`src/rtl/pipeline_hazard_ctrl.sv`:
```
// Stall/flush scheduler for the five pipeline registers, with a BUSY/DONE
// sequencer for the multi-cycle divider and a saturating stall-cycle counter.
module pipeline_hazard_ctrl #(
    parameter int DIV_LATENCY = 32,
    parameter int PERF_W      = 32
) (
    input  logic              clk,
    input  logic              rst,
    input  logic [4:0]        ID_rs,
    input  logic [4:0]        ID_rt,
    input  logic              ID_UseRs,
    input  logic              ID_UseRt,
    input  logic              EXE_ReadMem,
    input  logic [4:0]        EXE_Dst,
    input  logic              EXE_IsDiv,
    input  logic              IF_Stall,
    input  logic              MEM_Stall,
    input  logic              Except_Flush,
    output logic              IF_PCWr,
    output logic              IF_IDWr,
    output logic              ID_EXEWr,
    output logic              EXE_MEMWr,
    output logic              MEM_WBWr,
    output logic              IFID_Flush,
    output logic              IDEXE_Flush,
    output logic              EXEMEM_Flush,
    output logic              MEMWB_Flush,
    output logic              div_start,
    output logic              div_abort,
    output logic              div_busy,
    output logic [PERF_W-1:0] perf_stall
);

    // state  | meaning
    // IDLE   | no divide in flight; a DIV in EXE launches the divider
    // BUSY   | divider running, front of pipe held, cnt counts down
    // DONE   | result ready, divide leaves EXE once MEM is not stalled
    localparam logic [1:0] S_IDLE = 2'd0;
    localparam logic [1:0] S_BUSY = 2'd1;
    localparam logic [1:0] S_DONE = 2'd2;

    localparam int              CNT_W    = (DIV_LATENCY > 1) ? $clog2(DIV_LATENCY) : 1;
    localparam logic [CNT_W-1:0] CNT_LOAD = CNT_W'(DIV_LATENCY - 1);

    logic [1:0]        r_state;
    logic [CNT_W-1:0]  r_cnt;
    logic [PERF_W-1:0] r_perf;

    logic w_start_cond;
    logic w_busy;
    logic w_load_use;

    // Launch condition ignores Except_Flush so the abort can see a start that was suppressed.
    assign w_start_cond = (r_state == S_IDLE) && EXE_IsDiv && !MEM_Stall;
    assign w_busy       = (r_state == S_BUSY);
    assign w_load_use   = EXE_ReadMem && (EXE_Dst != 5'd0) &&
                          ((ID_UseRs && (ID_rs == EXE_Dst)) || (ID_UseRt && (ID_rt == EXE_Dst)));
    assign perf_stall   = r_perf;

    always_comb begin
        IF_PCWr      = 1'b1;
        IF_IDWr      = 1'b1;
        ID_EXEWr     = 1'b1;
        EXE_MEMWr    = 1'b1;
        MEM_WBWr     = 1'b1;
        IFID_Flush   = 1'b0;
        IDEXE_Flush  = 1'b0;
        EXEMEM_Flush = 1'b0;
        MEMWB_Flush  = 1'b0;
        div_start    = 1'b0;
        div_abort    = 1'b0;
        div_busy     = 1'b0;
        if (!rst) begin
            IF_PCWr      = 1'b0;
            IF_IDWr      = 1'b0;
            ID_EXEWr     = 1'b0;
            EXE_MEMWr    = 1'b0;
            MEM_WBWr     = 1'b0;
            IFID_Flush   = 1'b1;
            IDEXE_Flush  = 1'b1;
            EXEMEM_Flush = 1'b1;
            MEMWB_Flush  = 1'b1;
        end else begin
            div_busy  = w_busy;
            div_start = w_start_cond && !Except_Flush;
            if (Except_Flush) begin
                IFID_Flush   = 1'b1;
                IDEXE_Flush  = 1'b1;
                EXEMEM_Flush = 1'b1;
                div_abort    = w_busy || w_start_cond;
            end else if (MEM_Stall) begin
                IF_PCWr     = 1'b0;
                IF_IDWr     = 1'b0;
                ID_EXEWr    = 1'b0;
                EXE_MEMWr   = 1'b0;
                MEM_WBWr    = 1'b0;
                MEMWB_Flush = 1'b1;
            end else if (w_busy || w_start_cond) begin
                IF_PCWr      = 1'b0;
                IF_IDWr      = 1'b0;
                ID_EXEWr     = 1'b0;
                EXEMEM_Flush = 1'b1;
            end else if (w_load_use) begin
                IF_PCWr     = 1'b0;
                IF_IDWr     = 1'b0;
                IDEXE_Flush = 1'b1;
            end else if (IF_Stall) begin
                IF_PCWr    = 1'b0;
                IFID_Flush = 1'b1;
            end
        end
    end

    always_ff @(posedge clk) begin
        if (!rst) begin
            r_state <= S_IDLE;
            r_cnt   <= '0;
            r_perf  <= '0;
        end else begin
            if (Except_Flush) begin
                r_state <= S_IDLE;
            end else begin
                case (r_state)
                    S_IDLE: begin
                        if (w_start_cond) begin
                            r_state <= S_BUSY;
                            r_cnt   <= CNT_LOAD;
                        end
                    end
                    S_BUSY: begin
                        r_cnt <= r_cnt - CNT_W'(1);
                        if (r_cnt == '0) r_state <= S_DONE;
                    end
                    S_DONE: begin
                        if (!MEM_Stall) r_state <= S_IDLE;
                    end
                    default: r_state <= S_IDLE;
                endcase
            end
            if (!IF_PCWr && (r_perf != {PERF_W{1'b1}})) r_perf <= r_perf + PERF_W'(1);
        end
    end

endmodule

```
`config.mk`:
```
export PLATFORM = sky130hd
export DESIGN_NAME = pipeline_hazard_ctrl
export DESIGN_NICKNAME = d
export VERILOG_FILES = /design/src/rtl/pipeline_hazard_ctrl.sv
export SDC_FILE = /design/constraint.sdc
export NUM_CORES = 1
export LEC_CHECK = 0
export ABC_CLOCK_PERIOD_IN_PS = 2740
export BUFFER_PORTS_ARGS = -buffer_cell sky130_fd_sc_hd__buf_2
export CAP_MARGIN = 10
export CORE_MARGIN = 2
export CORE_UTILIZATION = 53
export CTS_BUF_LIST = sky130_fd_sc_hd__clkbuf_4 sky130_fd_sc_hd__clkbuf_8
export CTS_CLUSTER_DIAMETER = 50
export DETAILED_ROUTE_END_ITERATION = 10
export PLACE_DENSITY_LB_ADDON = 0.2
export SLEW_MARGIN = 20
export SYNTH_ARGS = -nofsm -noshare
export SYNTH_HDL_FRONTEND = slang
export SYNTH_SLANG_ARGS = --single-unit
```
`constraint.sdc`:
```
create_clock -name clk -period 2.74 [get_ports clk]
set_input_delay 0.548 -clock clk [delete_from_list [all_inputs] [get_ports clk]]
set_output_delay 0.548 -clock clk [all_outputs]
set_load 0.1 [all_outputs]
```
==> qor.yml, run 1 <==
floorplanning:
  die_area_um2: 4750
  row_count: 23
  die_h_um: 68.9
  core-area_um2: 4030
  dieWidth_um: 68.9
  start_util_pct: 55.5
  pin_count: 68
timing:
  setup_viol: 0
  slew_violations: 0
  slew-limit-headroom_pct: 58.8
  rsz0062_at_grt: "false"
  fmax_mhz: 376
  fin_worst_skew_ns: 0.00642
  layout_setup_ws_ns: 0.0799
  hold_violations: 0
  worst_pin_slew_ns: 0.613
  finalCriticalPeriod_ns: 2.66
  period_share_pct: 97.1
  finalSetupTns_ns: 0
yosys:
  async_flop_share_pct: 0
  synthesis.nets: 300
  synth_edf_count: 0
  synth-main-ff-cell: "dfxtp_1"
  yosysWarnings: 0
  syn-cell-area_um2: 2230
  ys_types: 46
  synth-seq-area-share_pct: 34.9
  synth_area_per_cell_um2: 8.19
  ys_seq_elements: 39
  postSynthCellCount: 273
finish:
  multi_input_area_um2: 1390
  n_fill_cell: 333
  regArea_um2: 803
  mostFrequentLayoutCell: "buf_2"
  antennaDiodeCount: 0
  final_cell_area_um2: 2960
  final_cell_mix: "56 x buf_2, 31 x nand2_1, 21 x nor2_1, 21 x dfxtp_1, 19 x xnor2_1"
  fin_cells: 398
  nets: 374
  area_growth_pct: 32.3
  fin_util_pct: 73.4
  drive_above_1_share_pct: 34.5
power:
  powerDensity_nw_per_um2: 436
  leakagePower_nw: 1.23
  vdd_ir_drop_max_mv: 0.272
global_route:
  grtUsageTotal_pct: 25.2
  grt_overflow: 0
  grt_pass1_wl_um: 9100
  grt_max_degree: 25
  antenna_found_initial: 0
  grt_pass1_vias: 2080
clocking:
  cts-root-buf: "clkbuf_8"
  cts_setup_buffers: 0
  cts_tree: "built"
  clk_pin_slew_ns: 0.07
  clkLatencyLatePin_ns: 0.29
  cts_buffers: 5
  cts_resized: 0
  ctsHoldBuffers: 0
  cts.sinks: 39
  ctsHtreeMaxLevel: 2
  cts_buffer_depth: 2
setup_path:
  rrSetupSlack_ns: 0.43
  cpMaxStageDelayCell: "or4_1"
  max_stage_delay_ns: 0.53
  rr_endpoint: "perf_stall[3]$_SDFFE_PN0P_"
  crit_end: "IF_PCWr"
  crit_family: "compound AO/OA/AOI/OAI gates"
  worstSetupPathType: "input port to primary output"
  r2r_cells: 8
  cp_num_cells: 6
  cp-end-kind: "primary output"
  worstSetupStartpointType: "input port"
  path_max_fanout: 5
  cp.required_ns: 2.19
  crit_start: "EXE_Dst[1]"
  worstPathArrival_ns: 2.11
  r2r-start: "perf_stall[10]$_SDFFE_PN0P_"
  cp_num_buf_inv: 2
  worstPathCellList: "buf_2, or4_1, o21a_1, o41ai_1, o21bai_2, buf_12"
detailed_routing:
  avgRoutedWirePerCell_um: 13.8
  antenna_left: 0
  routed_wl_um: 5480
  via_count: 2233
  vias_per_cell: 5.61
  drt_iter0_drc: 125
  drc: 0
  drt-pass1-iter-count: 4
worst_hold_path:
  hold_class: "register to register"
  holdPathStages: 2
  worstHoldStart: "perf_stall[15]$_SDFFE_PN0P_"
placement:
  placed_cell_area_um2: 2870
  portBuffers: 67
  dp_cells: 390
  dp_slack_ns: 0.00421
  hpwl_um: 4110
  gp_congestion: 0.804
status:
  status: "complete, no violations"
job:
  maxCapViolations: 0
## stage by stage
stage	hold slack (ns)	total power, W
floorplan	0.461	0.000810
global placement	0.463	0.000900
detailed placement	0.479	0.000905
CTS	0.494	0.00129
global route	0.513	0.00134
finish	0.493	0.00129
## registers in the layout, summed over array words and instances, names as in the netlist
| register | cells |
|---|---|
| r_state | 2 |
| r_cnt | 5 |
| perf_stall | 32 |
## worst min path at each step
stage | endpoint | slack [ns]
CTS | perf_stall[1]$_SDFFE_PN0P_ | 0.49
global placement | perf_stall[22]$_SDFFE_PN0P_ | 0.46
detailed placement | perf_stall[22]$_SDFFE_PN0P_ | 0.48
floorplan | r_cnt[0]$_SDFFE_PN0P_ | 0.46
global route | perf_stall[1]$_SDFFE_PN0P_ | 0.51
finish | perf_stall[15]$_SDFFE_PN0P_ | 0.49
## kinds of logic (layout without fill, tap and decap cells)
kind of cell,Yosys count,in the layout,share of synthesized area (%)
AO/OA/AOI/OAI,43,43,12.1
adder cells (fa/ha/maj),3,3,1.68
buffers and inverters,19,94,4.09
AND/OR/NAND/NOR,137,137,34.0
flip-flops,39,39,34.9
multiplexers,11,11,4.93
XOR/XNOR,21,21,8.23
## power by group
group	total, W	leakage, nW	switching, W	internal [W]
combinational	0.000296	0.857	0.000197	0.0000989
sequential	0.000596	0.324	0.0000155	0.000581
clock	0.000396	0.0491	0.000197	0.000198
total	0.00129	1.23	0.000410	0.000878
## tightest hold or removal path: stages (launching register included)
cell and delay, ns:
dfxtp_2 0.35, nand2_1 0.06, mux2i_1 0.05
## cell usage after synthesis (2+ instances only)
| library cell | number | area share, % |
|---|---|---|
| a211oi_1 | 2 | 0.67 |
| a21oi_1 | 16 | 3.6 |
| a31o_2 | 2 | 0.78 |
| and2_1 | 2 | 0.56 |
| and3_1 | 10 | 2.8 |
| and4_1 | 3 | 1.2 |
| buf_1 | 2 | 0.34 |
| buf_4 | 5 | 1.7 |
| clkbuf_1 | 3 | 0.50 |
| dfxtp_1 | 39 | 35 |
| ha_1 | 3 | 1.7 |
| inv_1 | 8 | 1.3 |
| mux2i_1 | 11 | 4.9 |
| nand2_1 | 31 | 5.2 |
| nand2b_1 | 13 | 3.6 |
| nand3_1 | 9 | 2.0 |
| nand4_1 | 9 | 2.5 |
| nor2_1 | 23 | 3.9 |
| nor2b_1 | 2 | 0.56 |
| nor3_1 | 4 | 0.90 |
| nor4_1 | 6 | 1.7 |
| nor4b_1 | 2 | 0.78 |
| o21a_1 | 2 | 0.67 |
| o21ai_0 | 4 | 0.90 |
| o21ai_1 | 4 | 0.90 |
| o21bai_1 | 2 | 0.67 |
| o31ai_1 | 6 | 2.0 |
| or2_2 | 2 | 0.56 |
| or3_1 | 6 | 1.7 |
| or4_1 | 7 | 2.4 |
| xnor2_1 | 19 | 7.4 |
| xor2_1 | 2 | 0.78 |
## layout make-up
cell class / count / share of cell area, %
clock buffer: 7 / 2.84
multi-input combinational: 215 / 47.0
sequential: 39 / 27.2
tap: 50 / 2.12
timing repair buffer: 78 / 19.7
inverter: 8 / 1.02
clock inverter: 1 / 0.169
## routing by layer
layer / track usage (%) / part of all wire [%]
met3: 6.49 / 4.6
met1: 31.3 / 46
met4: 7.11 / 1.4
met5: 0 / 0
met2: 42.9 / 48
No activity file was read; power rests on OpenSTA's default activity.
==> inputs of run 2 (changes only) <==
ABC_AREA = 1   (was not set)
CORE_UTILIZATION = 55   (was 53)
==> qor.yml, run 2 <==
status:
  status: "complete, no violations"
floorplanning:
  pin_count: 68  # unchanged
  die_h_um: 74.1  # +7.4%
  start_util_pct: 57.2  # +1.7 points
  row_count: 25  # +8.7%
  core-area_um2: 4720  # +17%
  die_area_um2: 5490  # +15%
  dieWidth_um: 74.1  # +7.4%
placement:
  dp_slack_ns: 0.267  # +0.263 ns
  dp_cells: 563  # +44%
  portBuffers: 67  # unchanged
  hpwl_um: 5620  # +37%
  gp_congestion: 0.977  # +21%
yosys:
  synthesis.nets: 466  # +55%
  synth_top_area_share_pct: 28.9  # -6.0 points
  synth.area.top_cells: "dfxtp_1 29%, nand2_1 18%, nand3_1 8.3%"
  synth_largest_area_cell: "dfxtp_1"
  synth-seq-area-share_pct: 28.9  # -6.0 points
  synth_commonest_cells: "131 x nand2_1, 45 x inv_1, 45 x nand3_1"
  synth-main-ff-cell: "dfxtp_1"
  syn-cell-area_um2: 2700  # +21%
  synth_edf_count: 0  # unchanged
  ys_types: 28  # -39%
  ys_seq_elements: 39  # unchanged
  synth_area_per_cell_um2: 6.15  # -25%
  postSynthCellCount: 439  # +61%
  synth_most_common_cell: "nand2_1"
  yosysWarnings: 0  # unchanged
  async_flop_share_pct: 0  # unchanged
finish:
  fin_cells: 571  # +43%
  area_growth_pct: 22.4
  nets: 530  # +42%
  drive_above_1_share_pct: 20.4  # -14 points
  antennaDiodeCount: 0  # unchanged
  fin_util_pct: 70.0  # -3.4 points
  mostFrequentLayoutCell: "nand2_1"
  final_cell_mix: "130 x nand2_1, 61 x buf_2, 45 x nand3_1, 44 x inv_1, 42 x nor2_1"
  largest_register_ffs: 32  # unchanged
detailed_routing:
  via_count: 3020  # +35%
  routed_wl_um: 7300  # +33%
  avgRoutedWirePerCell_um: 12.8  # -7.1%
  drc: 0  # unchanged
  drt-pass1-iter-count: 4  # unchanged
  drt_iter0_drc: 237  # +90%
  vias_per_cell: 5.29  # -5.7%
  antenna_left: 0  # unchanged
timing:
  layout_setup_ws_ns: 0.375  # +0.295 ns
  period_share_pct: 86.3  # -11 points
  rsz0062_at_grt: "false"
  fin_worst_skew_ns: 0.00343  # -0.00299 ns
  fmax_mhz: 423  # +12%
  finalCriticalPeriod_ns: 2.37  # -0.295 ns
  setup_viol: 0  # unchanged
  finalSetupTns_ns: 0  # unchanged
  hold_violations: 0  # unchanged
  worst_pin_slew_ns: 0.572  # -0.0407 ns
  slew-limit-headroom_pct: 61.7  # +2.9 points
  slew_violations: 0  # unchanged
clocking:
  clk_pin_slew_ns: 0.08  # about the same
  cts_setup_buffers: 0  # unchanged
  cts_buffer_depth: 2  # unchanged
  cts_tree: "built"
  cts.sinks: 39  # unchanged
  cts_buffers: 5  # unchanged
  ctsHoldBuffers: 0  # unchanged
  ctsHtreeMaxLevel: 2  # unchanged
  cts-root-buf: "clkbuf_8"
  cts_resized: 0  # unchanged
  clkLatencyLatePin_ns: 0.30  # about the same
setup_path:
  cp.required_ns: 2.19  # about the same
  cp-end-kind: "primary output"
  worstPathArrival_ns: 1.82  # -0.29 ns
  worstSetupStartpointType: "input port"
  rrSetupSlack_ns: 0.47  # +0.04 ns
  worstSetupPathType: "input port to primary output"
  path_max_fanout: 5  # unchanged
global_route:
  grt_pass1_wl_um: 12200  # +34%
  grt_overflow: 0  # unchanged
  antenna_found_initial: 0  # unchanged
  grt_max_degree: 37  # +48%
  grt_pass1_vias: 2712  # +30%
  grtUsageTotal_pct: 28.1  # +2.9 points
power:
  powerDensity_nw_per_um2: 416  # -4.5%
  vdd_ir_drop_max_mv: 0.388  # +43%
  leakagePower_nw: 1.48  # +21%
job:
  maxCapViolations: 0  # unchanged
worst_hold_path:
  hold_class: "register to register"
run 2: cell types whose count changed in the layout (fill, tap and decap cells not counted), sizes merged, moves of 11 or more:
cell,delta
nand3,+35
inv,+42
nor2,+21
mux2i,-11
nand2,+102
nand2b,-13
xor2,+17
a21oi,+19
nor3,+15
run 2: layout make-up:
class | instances | area (um^2)
Tap cell | 67 | 83.8
Clock inverter | 3 | 43.8
Timing Repair Buffer | 71 | 455
Sequential cell | 39 | 781
Clock buffer | 5 | 68.8
Fill cell | 426 | 1420
Inverter | 51 | 195
Multi-Input combinational cell | 335 | 1680
run 2: metrics by stage:
| step | instance area, um^2 | total power, W | hold WS, ns |
|---|---|---|---|
| final | 3310 | 0.00137 | 0.498 |
| after detailed placement | 3190 | 0.000895 | 0.485 |
| after floorplan | 2740 | 0.000820 | 0.449 |
| after global routing | 3310 | 0.00143 | 0.527 |
| after CTS | 3310 | 0.00138 | 0.505 |
| after global placement | 3190 | 0.000890 | 0.469 |
run 2: power breakdown:
part           total, W  switching [W]  leakage, nW  internal (W)
clock          0.000493       0.000221       0.0581      0.000271
sequential     0.000588      0.0000106        0.315      0.000578
combinational  0.000294       0.000214         1.11     0.0000792
run 2: worst max-delay path, stage by stage:
cell	delay, ns
buf_2	0.14
inv_1	0.10
nand3_1	0.14
nand2_1	0.10
inv_1	0.13
nand2_1	0.10
a21oi_2	0.12
buf_2	0.43
run 2: final timing paths:
check                             start                          end  depth (start not counted)
min               r_cnt[0]$_SDFFE_PN0P_        r_cnt[0]$_SDFFE_PN0P_                          1
min reg2reg       r_cnt[0]$_SDFFE_PN0P_        r_cnt[0]$_SDFFE_PN0P_                          1
max                           MEM_Stall                     ID_EXEWr                          8
max reg2reg  perf_stall[0]$_SDFFE_PN0P_  perf_stall[31]$_SDFFE_PN0P_                          9
run 2: kinds of logic after synthesis:
kind of cell	synth area share, %
adders and majority gates	1.39
xor gates and xnor gates	9.08
and+or+nand+nor	41.8
buffers and inverters	10.1
AOI/OAI and AO/OA	8.71
DFF	28.9
run 2: per-layer routing:
metal  up-vias  GRT usage [%]  share of wire (%)
met5         -              0                  0
met4         0           11.9                3.1
met3        23           4.61                5.8
met2       108           48.1                 49
met1      1353           34.7                 42
li1       1536              -                  -
==> inputs of run 3 (changes only) <==
CORE_ASPECT_RATIO = 1.5   (was not set)
==> qor.yml, run 3 (synthesized netlist as in run 2, its figures left out) <==
status:
  status: "complete, no violations"
setup_path:
  worstSetupStartpointType: "input port"
  cp.required_ns: 2.19  # about the same
  cpMaxStageDelayCell: "buf_2"
  worstSetupPathType: "input port to primary output"
  worstPathArrival_ns: 1.84  # +0.02 ns
  max_stage_delay_ns: 0.43  # about the same
  path_max_fanout: 5  # unchanged
  rrSetupSlack_ns: 0.62  # +0.15 ns
  cp-end-kind: "primary output"
  worstPathCellList: "buf_2, inv_1, nand3_1, nand2_1, inv_1, nand2_1, a21oi_2, buf_2"
finish:
  mostFrequentLayoutCell: "nand2_1"
  final_cell_mix: "130 x nand2_1, 61 x buf_2, 45 x nand3_1, 44 x inv_1, 42 x nor2_1"
  antennaDiodeCount: 0  # unchanged
  largest_register_ffs: 32  # unchanged
  area_growth_pct: 22.3  # about the same
  final_cell_area_um2: 3300  # about the same
  multi_input_area_um2: 1680  # unchanged
  regArea_um2: 781  # unchanged
  fin_cells: 573  # +0.35%
  nets: 533  # +0.57%
  drive_above_1_share_pct: 20.9  # +0.47 points
  n_fill_cell: 454  # +6.6%
placement:
  placed_cell_area_um2: 3210  # +0.67%
  dp_cells: 565  # +0.36%
  hpwl_um: 5970  # +6.2%
  gp_congestion: 0.970  # -0.66%
  portBuffers: 67  # unchanged
timing:
  period_share_pct: 87.1  # +0.75 points
  finalCriticalPeriod_ns: 2.39  # +0.0205 ns
  setup_viol: 0  # unchanged
  fmax_mhz: 419  # -0.86%
  slew_violations: 0  # unchanged
  slew-limit-headroom_pct: 67.2  # +5.4 points
  fin_worst_skew_ns: 0.0103  # +0.00688 ns
  worst_pin_slew_ns: 0.496  # -0.0761 ns
  rsz0062_at_grt: "false"
  hold_violations: 0  # unchanged
detailed_routing:
  routed_wl_um: 7410  # +1.5%
  vias_per_cell: 5.23  # -1.1%
  drt-pass1-iter-count: 4  # unchanged
  via_count: 2998  # -0.73%
  drt_iter0_drc: 134  # -43%
  avgRoutedWirePerCell_um: 12.9  # +1.1%
  antenna_left: 0  # unchanged
  drc: 0  # unchanged
global_route:
  antenna_found_initial: 0  # unchanged
  grt_max_degree: 32  # -14%
  grt_pass1_vias: 2842  # +4.8%
  grt_pass1_wl_um: 12200  # -0.46%
  grtUsageTotal_pct: 28.4  # +0.34 points
  grt_overflow: 0  # unchanged
worst_hold_path:
  hold_class: "register to register"
clocking:
  ctsHoldBuffers: 0  # unchanged
  cts.sinks: 39  # unchanged
  cts_tree: "built"
  clkLatencyLatePin_ns: 0.29  # about the same
  cts-root-buf: "clkbuf_8"
  ctsHtreeMaxLevel: 2  # unchanged
  clk_pin_slew_ns: 0.07  # about the same
  cts_resized: 0  # unchanged
  cts_buffer_depth: 2  # unchanged
  cts_setup_buffers: 0  # unchanged
  cts_buffers: 5  # unchanged
floorplanning:
  dieWidth_um: 61.2  # -17%
  pin_count: 68  # unchanged
  core-area_um2: 4770  # +1.0%
  start_util_pct: 56.6  # -0.57 points
  die_area_um2: 5500  # +0.21%
  row_count: 31  # +24%
  die_h_um: 89.8  # +21%
power:
  vdd_ir_drop_max_mv: 0.277  # -28%
  leakagePower_nw: 1.49  # +0.40%
  powerDensity_nw_per_um2: 391  # -6.0%
  power_w: 0.00129  # -6.1%
job:
  maxCapViolations: 0  # unchanged
run 3: worst paths after layout:
path | from | endpoint | cells after the start
max | MEM_Stall | ID_EXEWr | 8
min | perf_stall[31]$_SDFFE_PN0P_ | perf_stall[31]$_SDFFE_PN0P_ | 2
max reg2reg | perf_stall[0]$_SDFFE_PN0P_ | perf_stall[5]$_SDFFE_PN0P_ | 10
min reg2reg | perf_stall[31]$_SDFFE_PN0P_ | perf_stall[31]$_SDFFE_PN0P_ | 2
run 3: layer usage:
| layer | GRT usage (%) | part of all wire, % | up-vias | routed length [um] |
|---|---|---|---|---|
| li1 | - | - | 1532 | - |
| met1 | 29.3 | 37 | 1365 | 2780 |
| met2 | 51.9 | 55 | 81 | 4080 |
| met3 | 5.18 | 3.8 | 20 | 280 |
| met4 | 12.5 | 3.7 | 0 | 272 |
| met5 | 0 | 0 | - | 0 |
run 3: cell type report:
| type | instances | area share, % |
|---|---|---|
| clock inverters | 1 | 0.152 |
| inverters | 51 | 5.91 |
| well taps | 66 | 2.50 |
| flip-flops and latches | 39 | 23.6 |
| clock buffers | 7 | 2.54 |
| repair buffers | 74 | 14.5 |
| multi-input cells | 335 | 50.8 |
run 3: worst max-delay path, delay by kind of cell:
kind | cells | cell delay [ns]
buffers and inverters | 4 | 0.82
and+or+nand+nor | 3 | 0.35
AOI/OAI and AO/OA | 1 | 0.12
run 3: power breakdown:
| part | total [W] | switching (W) | internal (W) |
|---|---|---|---|
| logic | 0.000299 | 0.000216 | 0.0000830 |
| registers | 0.000589 | 0.0000108 | 0.000578 |
| clock network | 0.000402 | 0.000204 | 0.000199 |
run 3: metrics by stage:
stage          util, %  setup WS, ns  hold slack (ns)  setup TNS (ns)
2_1_floorplan        -        -0.176            0.449          -0.376
3_3_place_gp      67.4         0.390            0.476               0
3_5_place_dp      67.4         0.369            0.484               0
4_1_cts           69.2         0.362            0.501               0
5_1_grt           69.2         0.229            0.516               0
6_report          69.2         0.354            0.492               0
